### src/rtl/vector_seq_pkg.sv
// Shared types and defaults for the vector instruction sequencer.
package vector_seq_pkg;

    localparam int unsigned DEFAULT_VLEN  = 8;
    localparam int unsigned DEFAULT_LANES = 2;

    typedef enum logic [1:0] {
        OP_ALU   = 2'b00,
        OP_LOAD  = 2'b01,
        OP_STORE = 2'b10
    } vseq_op_t;

    typedef enum logic [1:0] {
        IDLE,
        EXEC,
        MEMWAIT,
        DONE
    } vseq_state_t;

    // Map the raw 2-bit opcode; the reserved encoding behaves as an ALU op.
    function automatic vseq_op_t decode_op(input logic [1:0] raw);
        case (raw)
            2'b01:   decode_op = OP_LOAD;
            2'b10:   decode_op = OP_STORE;
            default: decode_op = OP_ALU;
        endcase
    endfunction

endpackage

### src/rtl/lane_mask_gen.sv
// Beat decode: first element index, active-lane mask and last-beat flag.
module lane_mask_gen
    import vector_seq_pkg::*;
#(
    parameter int unsigned VLEN  = DEFAULT_VLEN,
    parameter int unsigned LANES = DEFAULT_LANES,
    parameter int unsigned IDXW  = $clog2(VLEN),
    parameter int unsigned VLW   = $clog2(VLEN + 1),
    parameter int unsigned BW    = 2
) (
    input  logic [BW-1:0]    beat,
    input  logic [VLW-1:0]   vl_eff,
    output logic [IDXW-1:0]  elem_base,
    output logic [LANES-1:0] lane_mask,
    output logic             last_beat
);

    // VLW bits are wide enough for base + LANES, which never exceeds VLEN.
    logic [VLW-1:0] base_v;

    assign base_v = VLW'(beat) * VLW'(LANES);

    // Per-lane activity and last-beat detection against the latched length.
    always_comb begin
        elem_base = IDXW'(base_v);
        lane_mask = '0;
        for (int i = 0; i < int'(LANES); i++) begin
            lane_mask[i] = (base_v + VLW'(i)) < vl_eff;
        end
        last_beat = (base_v + VLW'(LANES)) >= vl_eff;
    end

endmodule

### src/rtl/vector_sequencer.sv
// Multi-cycle vector instruction sequencer: splits an instruction into
// LANES-wide beats and drives register-write / memory-request controls.
module vector_sequencer
    import vector_seq_pkg::*;
#(
    parameter int unsigned VLEN  = DEFAULT_VLEN,
    parameter int unsigned LANES = DEFAULT_LANES,
    parameter int unsigned IDXW  = $clog2(VLEN),
    parameter int unsigned VLW   = $clog2(VLEN + 1)
) (
    input  logic             clk,
    input  logic             rst,
    input  logic             start,
    input  logic             cond_ex,
    input  logic [1:0]       op,
    input  logic [VLW-1:0]   vl,
    input  logic             mem_ack,
    input  logic             flush,
    output logic             stall,
    output logic             busy,
    output logic [IDXW-1:0]  elem_base,
    output logic [LANES-1:0] lane_mask,
    output logic             vreg_we,
    output logic             mem_req,
    output logic             mem_we,
    output logic             done
);

    localparam int unsigned NBEATS = VLEN / LANES;
    localparam int unsigned BW     = (NBEATS > 1) ? $clog2(NBEATS) : 1;

    vseq_state_t    state_q, state_d;
    logic [BW-1:0]  beat_q, beat_d;
    vseq_op_t       op_q, op_d;
    logic [VLW-1:0] vl_q, vl_d;

    logic           accept;
    logic [VLW-1:0] vl_clamped;
    logic [IDXW-1:0]  base_raw;
    logic [LANES-1:0] mask_raw;
    logic           last_beat;
    logic           active;

    assign vl_clamped = (vl > VLW'(VLEN)) ? VLW'(VLEN) : vl;
    assign accept     = (state_q == IDLE) && start && cond_ex && !flush;
    assign active     = (state_q == EXEC) || (state_q == MEMWAIT);

    lane_mask_gen #(
        .VLEN  (VLEN),
        .LANES (LANES),
        .IDXW  (IDXW),
        .VLW   (VLW),
        .BW    (BW)
    ) u_lane_mask_gen (
        .beat      (beat_q),
        .vl_eff    (vl_q),
        .elem_base (base_raw),
        .lane_mask (mask_raw),
        .last_beat (last_beat)
    );

    // State, beat counter and latched instruction fields.
    always_ff @(posedge clk or negedge rst) begin
        if (!rst) begin
            state_q <= IDLE;
            beat_q  <= '0;
            op_q    <= OP_ALU;
            vl_q    <= '0;
        end else begin
            state_q <= state_d;
            beat_q  <= beat_d;
            op_q    <= op_d;
            vl_q    <= vl_d;
        end
    end

    // Next-state: accept, beat advance, flush abort.
    always_comb begin
        state_d = state_q;
        beat_d  = beat_q;
        op_d    = op_q;
        vl_d    = vl_q;
        unique case (state_q)
            IDLE: begin
                if (accept) begin
                    op_d   = decode_op(op);
                    vl_d   = vl_clamped;
                    beat_d = '0;
                    if (vl_clamped == '0) begin
                        state_d = DONE;
                    end else if (decode_op(op) == OP_ALU) begin
                        state_d = EXEC;
                    end else begin
                        state_d = MEMWAIT;
                    end
                end
            end
            EXEC: begin
                if (flush) begin
                    state_d = IDLE;
                    beat_d  = '0;
                end else if (last_beat) begin
                    state_d = DONE;
                end else begin
                    beat_d = beat_q + BW'(1);
                end
            end
            MEMWAIT: begin
                if (flush) begin
                    state_d = IDLE;
                    beat_d  = '0;
                end else if (mem_ack) begin
                    if (last_beat) begin
                        state_d = DONE;
                    end else begin
                        beat_d = beat_q + BW'(1);
                    end
                end
            end
            DONE: begin
                state_d = IDLE;
                beat_d  = '0;
            end
            default: begin
                state_d = IDLE;
                beat_d  = '0;
            end
        endcase
    end

    // Output decode; only stall looks at the incoming instruction.
    always_comb begin
        busy      = (state_q != IDLE);
        stall     = (busy && (state_q != DONE)) || accept;
        elem_base = active ? base_raw : '0;
        lane_mask = active ? mask_raw : '0;
        mem_req   = (state_q == MEMWAIT) && !flush;
        mem_we    = mem_req && (op_q == OP_STORE);
        vreg_we   = ((state_q == EXEC) && !flush) ||
                    (mem_req && (op_q == OP_LOAD) && mem_ack);
        done      = (state_q == DONE);
    end

endmodule

### config.mk
export PLATFORM = sky130hd
export DESIGN_NAME = vector_sequencer
export DESIGN_NICKNAME = d
export VERILOG_FILES = /design/src/rtl/vector_seq_pkg.sv /design/src/rtl/lane_mask_gen.sv /design/src/rtl/vector_sequencer.sv
export SDC_FILE = /design/constraint.sdc
export NUM_CORES = 1
export LEC_CHECK = 0
export ABC_AREA = 1
export BUFFER_PORTS_ARGS = -buffer_cell sky130_fd_sc_hd__buf_2
export CAP_MARGIN = 20
export CORE_AREA = 2 2 67 63
export CTS_CLUSTER_DIAMETER = 150
export DETAILED_ROUTE_END_ITERATION = 8
export DIE_AREA = 0 0 69 65
export SYNTH_ARGS = -nofsm -noshare
export SYNTH_HDL_FRONTEND = slang
export SYNTH_HIERARCHICAL = 1
export SYNTH_SLANG_ARGS = --single-unit
### constraint.sdc
create_clock -name clk -period 1.8 [get_ports clk]
set_input_delay 0.54 -clock clk [delete_from_list [all_inputs] [get_ports clk]]
set_output_delay 0.54 -clock clk [all_outputs]
set_load 0.03 [all_outputs]
==> flow_summary.ini <==
[status]
run_status = complete, but fails checks
violations = setup timing

[yosys]
synth-seq-cells = 10
synth.yosys.seq_area_share_pct = 27.3
synthCells = 133
ys_types = 23
synth_nets = 159
synth_warnings = 6
syn_area_per_cell_um2 = 6.89
syn_area_um2 = 916

[routing]
vias = 860
drt_wl_total_um = 2070
firstDrtPassIters = 4
vias_per_cell = 3.87
wl_per_cell_um = 9.33
drt_iter0_drc = 10
drc = 0
ant_nets = 0

[cts]
htreeDepth = 1
clk_latency_ns = 0.23
clk_pin_slew_ns = 0.05
clk_path_buf_depth = 2
clock-sinks = 10
cts_buffers = 3
cts_root_buf = clkbuf_8
cts_tree = done

[critical_path]
cpMostUsedCell = inv_1
cp-startpoint = vl_q[2]$_DFFE_PN0P_
cpLargestDelayFamily = flip-flops
endpoint_kind = primary output
crit_buf_inv = 4
crit_fanout = 2
cpMaxStageDelayCell = dfrtp_1
cp-start-kind = register
max_stage_delay_ns = 0.39
cp.required_ns = 1.26
r2r-start = beat_q[0]$_DFFE_PN0P_
path_cells = inv_2 -> ha_4 -> nand2_2 -> inv_1 -> a21oi_1 -> nand2_1 -> inv_1 -> buf_6
arrival_ns = 1.38
criticalPathCategory = reg2out

[timing]
min_period_ns = 1.92
max_freq_mhz = 520
setup_viol = 5
maxSlewViolCount = 0
rsz0062_at_grt = true
finalClockSkew_ns = 0.00135
hold_violations = 0
finalWorstSetupSlack_ns = -0.125
hold_slack_ns = 0.164
finalCritPeriodShare_pct = 107

[final_layout]
postLayoutCellArea_mm2 = 0.00142
syn_to_final_growth_pct = 54.8
layout_common_cells = nand2_1, buf_4, inv_1
fin_nets = 201
drive_gt1_share_pct = 45.4
layout.cells.most_common = nand2_1
diodes = 0
n_fill_cell = 401

[power_and_ir_drop]
swShare_pct = 47.1
p_seq_share_pct = 16.4
combPwrFrac_pct = 71.8
p_clk_share_pct = 11.7
p_per_area_mw_per_mm2 = 1710
p_sw_mw = 1.14
leakage_nw = 0.816
p_int_mw = 1.29
peakVddDrop_mv = 0.538

[global_route]
grt_pass1_vias = 828
grt_pass1_wl_um = 3530
antenna_found_initial = 0
track_usage_pct = 9.97
grt_max_degree = 11
overflow = 0

[die]
fp.dieW_um = 69
pin_count = 23
die_h_um = 65
die-area_mm2 = 0.00449
core_mm2 = 0.00385
start_util_pct = 23.8
rows = 22

[place]
port_buffers = 21
place_area_mm2 = 0.00120
dp_hpwl_um = 1620
globalplace.congestion = 0.753

[hold_path]
hp-class = in2async

[run]
cap_violations = 0
-- final timing paths --
| kind | to | slack, ns | cells past startpoint |
|---|---|---|---|
| setup reg to reg | state_q[1]$_DFFE_PN0P_ | 0.02 | 12 |
| setup / recovery | lane_mask[0] | -0.12 | 8 |
| hold reg to reg | vl_q[3]$_DFFE_PN0P_ | 0.52 | 2 |
| max in group asynchronous | state_q[0]$_DFFE_PN0P_ | 1.44 | 1 |
| hold / removal | vl_q[2]$_DFFE_PN0P_ | 0.16 | 1 |
| min in group clk | vl_q[3]$_DFFE_PN0P_ | 0.52 | 2 |
-- cell families (layout without fill, tap and decap cells) --
family,Yosys count,after routing,share of synthesized area [%]
flip-flops,10,10,27.3
buffers and inverters,35,76,15.7
AND/OR/NAND/NOR,62,62,30.9
other,1,1,0.409
AO/OA/AOI/OAI,11,11,6.56
adder cells (fa/ha/maj),14,14,19.1
-- layout make-up --
| cell class | count | area (um2) | area share [%] |
|---|---|---|---|
| tap | 48 | 60.1 | 4.24 |
| clock buffer | 4 | 55.1 | 3.88 |
| multi-input combinational | 88 | 628 | 44.3 |
| inverter | 31 | 119 | 8.38 |
| sequential | 10 | 250 | 17.7 |
| timing repair buffer | 41 | 305 | 21.5 |
-- registers in the layout, summed over array words and instances (netlist names) --
signal	cells
beat_q	2
op_q	2
state_q	2
vl_q	4
-- power by group through the flow --
stage | registers [mW] | logic, mW | clock network, mW
4_1_cts | 0.400 | 1.67 | 0.291
6_report | 0.399 | 1.75 | 0.285
3_5_place_dp | 0.394 | 1.39 | 0
5_1_grt | 0.410 | 1.93 | 0.303
3_3_place_gp | 0.391 | 1.38 | 0
2_1_floorplan | 0.397 | 0.999 | 0
-- metrics by stage --
stage / utilization (%) / setup WS, ns / setup TNS (ns) / cells / power [mW]
floorplan: - / -0.0468 / -0.0602 / 133 / 1.40
global placement: 31.1 / 0.0101 / 0 / 211 / 1.77
detailed placement: 31.1 / -0.00119 / -0.00119 / 211 / 1.79
CTS: 35.9 / -0.128 / -0.438 / 219 / 2.36
global route: 36.8 / -0.179 / -1.14 / 222 / 2.64
finish: 36.8 / -0.125 / -0.378 / 222 / 2.43
-- worst reg2reg max path: stages (launching register included) --
cell     delay [ns]
dfrtp_1        0.41
buf_4          0.15
ha_1           0.28
ha_1           0.27
nand2_1        0.04
inv_1          0.04
nand2_1        0.04
nand2_1        0.08
inv_1          0.05
nand2_2        0.08
nand3_2        0.09
nand2_1        0.08
nand2_1        0.05
-- routing by layer --
metal / up-vias / share of wire, % / global-route usage [%]
li1: 476 / - / -
met1: 368 / 47 / 11.9
met2: 14 / 49 / 17.5
met3: 2 / 3.2 / 3.11
met4: 0 / 0.53 / 2.21
met5: - / 0 / 0
-- synth_stat cells --
library cell  instances  area (um2)
buf_4                 3        22.5
o21ai_0               3        15.0
nand3_2               1        10.0
nor3_4                1        16.3
nor2_2                3        18.8
nor2_1                3        11.3
nor4_1                1        6.26
nand3_1               5        25.0
nand2_1              44         165
clkinv_1              1        3.75
ha_1                 14         175
buf_2                 1        5.00
a21oi_1               2        10.0
inv_2                 3        11.3
o21bai_1              2        15.0
o21ai_1               4        20.0
dfrtp_1              10         250
nand4_1               1        6.26
or2_2                 1        6.26
conb_1                1        3.75
nand2_4               1        11.3
nand2_2               1        6.26
inv_1                27         101
-- timing repair --
item,4_1_cts,5_1_grt
hold buffers,0,0
endpoints found under the setup margin,10,12
buffers inserted,4,3
pin swaps,11,4
resized for setup,28,7
No activity file was read; power rests on OpenSTA's default activity.
